`src/rtl/instruction_issue_queue.sv`:
```
// instruction_issue_queue: circular FIFO between the instruction assembler and
// the execute stage. It issues the head word split into four byte fields
// through a valid/ready handshake, and records a sticky flag when a word is dropped.
module instruction_issue_queue #(
   parameter int unsigned DEPTH   = 4,
   parameter int unsigned NUM_OPS = 16
) (
   input  logic                         clk,
   input  logic                         rst,
   input  logic [31:0]                  instructionInput,
   input  logic                         instructionValid,
   input  logic                         issueReady,
   output logic                         issueValid,
   output logic [7:0]                   opcode,
   output logic [7:0]                   destField,
   output logic [7:0]                   srcAField,
   output logic [7:0]                   srcBField,
   output logic                         illegalOp,
   output logic                         queueFull,
   output logic [$clog2(DEPTH+1)-1:0]   pendingCount,
   output logic                         overflowFlag
);

   localparam int unsigned PW = (DEPTH > 1) ? $clog2(DEPTH) : 1;
   localparam int unsigned CW = $clog2(DEPTH + 1);
   localparam int unsigned WW = 32;

   logic [WW-1:0] mem [DEPTH];
   logic [PW-1:0] wr_ptr;
   logic [PW-1:0] rd_ptr;
   logic [CW-1:0] count;
   logic          overflow;
   logic          full;
   logic          pop;
   logic          push;
   logic [WW-1:0] head;

   // Handshake qualification: a full queue still accepts a word when the head leaves this cycle
   always_comb begin
      full = (count == CW'(DEPTH));
      pop  = (count != '0) && issueReady;
      push = instructionValid && (!full || pop);
   end

   // Storage, pointers, occupancy and the sticky drop flag
   always_ff @(posedge clk or posedge rst) begin
      if (rst) begin
         for (int i = 0; i < int'(DEPTH); i++) begin
            mem[i] <= '0;
         end
         wr_ptr   <= '0;
         rd_ptr   <= '0;
         count    <= '0;
         overflow <= 1'b0;
      end else begin
         if (push) begin
            mem[wr_ptr] <= instructionInput;
            wr_ptr      <= wr_ptr + PW'(1);
         end
         if (pop) begin
            rd_ptr <= rd_ptr + PW'(1);
         end
         if (push && !pop) begin
            count <= count + CW'(1);
         end else if (pop && !push) begin
            count <= count - CW'(1);
         end
         if (instructionValid && full && !pop) begin
            overflow <= 1'b1;
         end
      end
   end

   // Head fields come straight from the entry at the read pointer (stale when empty)
   always_comb begin
      head         = mem[rd_ptr];
      issueValid   = (count != '0);
      opcode       = head[31:24];
      destField    = head[23:16];
      srcAField    = head[15:8];
      srcBField    = head[7:0];
      illegalOp    = issueValid && (32'(opcode) >= NUM_OPS);
      queueFull    = full;
      pendingCount = count;
      overflowFlag = overflow;
   end

endmodule
```
`config.mk`:
```
export PLATFORM = sky130hd
export DESIGN_NAME = instruction_issue_queue
export DESIGN_NICKNAME = d
export VERILOG_FILES = /design/src/rtl/instruction_issue_queue.sv
export SDC_FILE = /design/constraint.sdc
export NUM_CORES = 1
export LEC_CHECK = 0
export ABC_AREA = 1
export CAP_MARGIN = 0
export CELL_PAD_IN_SITES_DETAIL_PLACEMENT = 1
export CELL_PAD_IN_SITES_GLOBAL_PLACEMENT = 2
export CORE_MARGIN = 4
export CORE_UTILIZATION = 30
export DETAILED_ROUTE_END_ITERATION = 8
export PLACE_DENSITY = 0.82
export SETUP_SLACK_MARGIN = 0.5
export SYNTH_ARGS = -nofsm -noshare
export SYNTH_HDL_FRONTEND = slang
export SYNTH_SLANG_ARGS = --single-unit
```
`constraint.sdc`:
```
create_clock -name clk -period 4.3 [get_ports clk]
set_input_delay 0.43 -clock clk [delete_from_list [all_inputs] [get_ports clk]]
set_output_delay 0.43 -clock clk [all_outputs]
set_load 0.005 [all_outputs]
```
==> impl_results.md <==
* Status: complete, no violations
* Avg Inst Size Synth at 8.09 µm²
* Routed wire per std cell at 18.8 µm
* Internal power at 3930 µW
* Crit path max fanout at 48
* Met2 Wirelength at 9980 µm
* Largest net degree at the start of global routing at 103
* Setup Buffers After CTS at 0
* Data arrival time of the worst path at 2.69 ns
* Final hold vios at 0
* Highest metal used: met4
* #FFs+latches synth at 136
* Combinational power share at 46.3%
* Yosys cell types at 20
* Area Overhead vs Synth at 21.6%
* Post-CTS Resized at 0
* Data required time of the critical path at 3.87 ns
* Die ar. at 24400 µm²
* Clock latency on the worst-skew pair at 0.42 ns
* Setup crit end kind: primary output
* Tmin final at 3.12 ns
* Setup TNS at 0 ns
* Drt pass-1 iters at 5
* Sequential-to-total area share from yosys stat at 51.8%
* Power density cells at 820 nW/µm²
* CTS tree: done
* Share of cells above drive strength 1 at 5.72%
* Initial Utilization at 30.9%
* Total gr overflow at 0
* DRT iter0 DRCs at 310
* Final setup violation count at 0
* Routed wl met3 at 802 µm
* Total Nets Final at 889
* First-pass GRT wire length at 35000 µm
* # rows at 53
* CP Class: register to primary output
* Sw frac at 40.1%
* IO Pins at 75
* Tightest Pin Transition at 0.867 ns
* DRC at 0
* Clock-pin slew on the worst setup and hold paths at 0.06 ns
* Number of diodes at 0
* Wl on met1 at 10200 µm
* RSZ-0062 raised after global routing: no
* Main synth FF type: dfrtp_1
* Power Total at 6560 µW
* Post-synth top cells: 284 x nand2_1, 136 x dfrtp_1, 128 x nand4_1
* Post-Route Skew at 0.00676 ns
* CTS buffer count at 17
* Final worst-path cycle share at 72.7%
* DR vias/cell at 5.30
* Total Routing Usage GR at 18.1%
* Clock sinks at 136
* Syn nets at 855
* Mapped Cells at 813
* Hold Crit Class: register to register
* Vias at 6003
* CTS root buf: clkbuf_16
* Die W at 156 µm
* Fmax at 320 MHz
* Vias in the first global route at 6260
* IR drop worst, VDD at 309 µV
* Leakage at 0.00385 µW
* CP Buf/Inv Count at 3
* CORE AREA at 21300 µm²
* Drt total wl at 21300 µm
* Fill count at 2550
* Port Buffer Count at 74
* Slew margin rel. at 42.1%
* H-tree levels at 4
* Antenna-violating nets left at 0
* Post-synth EDFFs at 0
* Detail Placement HPWL at 12200 µm
* Power share of the sequential group at 33.5%
* Count leader, synth: nand2_1
* Max_cap viols at 0
* Initial antenna violation count at 0
* Critical path cell sequence: inv_2 > buf_4 > o21ai_0 > o22ai_1 > clkdlybuf4s50_1
* Top post-synthesis cells by area: dfrtp_1 52%, nand2_1 16%, nand4_1 12%, o21ai_0 4.3%, nor2_1 3.5%
* CP Launch Type: register
* Syn Std Cell Area at 6580 µm²
* Yosys top cell area share at 51.8%
* Crit-path leading delay family: buffers and inverters
* Largest area contributor in the netlist: dfrtp_1
* Psw at 2630 µW
* Max stage delay on crit path at 0.63 ns
* Fraction of registers with async set/reset at 100%
* CP max-delay cell: inv_2
* Gp weighted congestion at 0.725
* Die Ht at 156 µm
* Clock buffer depth at 2
* Post-CTS Hold Buffers at 0
* Final core utilization at 37.6%
* Slew Viols, Final at 0
* Clk pwr share at 20.2%
* Synth warnings at 0
## worst paths after layout
check	cells past startpoint	slack, ns	end	startpoint
setup reg to reg	8	1.96	pendingCount[1]	pendingCount[0]
setup / recovery	5	1.18	opcode[3]	rd_ptr[0]
min in group asynchronous	2	0.52	mem[101]	rst
hold reg to reg	2	0.46	mem[40]	mem[40]
hold / removal	2	0.46	mem[40]	mem[40]
max in group asynchronous	3	2.77	mem[22]	rst
## sequential cells by signal, indices dropped and copies added, names as in the netlist
| register | cells |
|---|---|
| rd_ptr | 2 |
| wr_ptr | 2 |
| overflowFlag | 1 |
| pendingCount | 3 |
| mem | 128 |
## worst reg2reg max path, cell delays in order, from the launching register on
cell and delay (ns):
dfrtp_1 0.47, nor3_4 0.30, nand2_4 0.25, nand2_1 0.20, inv_1 0.07, ha_1 0.17, inv_1 0.09, fa_1 0.41
mux2_2 0.26
## cells by family (layout without fill, tap and decap cells)
| logic type | count (synthesis) | after routing | synth area share (%) |
|---|---|---|---|
| compound gates | 88 | 88 | 7.29 |
| xor+xnor | 4 | 4 | 0.533 |
| fa+ha+maj | 6 | 6 | 1.26 |
| buf+inv | 91 | 135 | 5.86 |
| flops | 136 | 136 | 51.8 |
| mux | 1 | 1 | 0.171 |
| simple gates | 487 | 487 | 33.1 |
## per-layer routing
| metal | track usage, % | up-vias |
|---|---|---|
| met1 | 25.7 | 3026 |
| met3 | 3.36 | 19 |
| met4 | 5.34 | 0 |
| li1 | - | 2841 |
| met5 | 0 | - |
| met2 | 28.2 | 117 |
## layout by cell type, fill, tap and decap left out, drive strengths merged, types with 2 or more instances in the layout
cell and count:
nand2 285, dfrtp 136, nand4 128, clkdlybuf4s50 73
nor2 61, o21ai 57, o22ai 28, clkbuf 24
buf 19, inv 13, nand3 12, ha 5
clkinv 4, xor2 3, a21oi 2
## through the flow
| step | hold WS [ns] | area, µm² | worst slack [ns] | std cells |
|---|---|---|---|---|
| 5_1_grt | 0.486 | 7990 | 0.942 | 1132 |
| 2_1_floorplan | 0.437 | 6580 | 2.12 | 813 |
| 3_3_place_gp | 0.448 | 7480 | 1.60 | 1103 |
| 4_1_cts | 0.467 | 7990 | 1.13 | 1132 |
| 3_5_place_dp | 0.453 | 7480 | 1.60 | 1103 |
| 6_report | 0.462 | 7990 | 1.18 | 1132 |
## area by class of cell
cell class                 count  area (µm²)  area share [%]
sequential                   136        3400            42.6
multi-input combinational    586        2790            34.9
timing repair buffer          92         886            11.1
clock buffer                  24         462            5.78
tap                          275         344            4.30
inverter                      14        56.3           0.704
clock inverter                 5        50.0           0.626
## power groups by stage
stage          combinational [µW]  clock, µW  sequential [µW]
2_1_floorplan                1760          0             2130
3_3_place_gp                 3040          0             2190
3_5_place_dp                 3080          0             2210
4_1_cts                      3100       1350             2200
5_1_grt                      3430       1410             2270
6_report                     3040       1320             2200
Power figures use the tool's default switching activity.
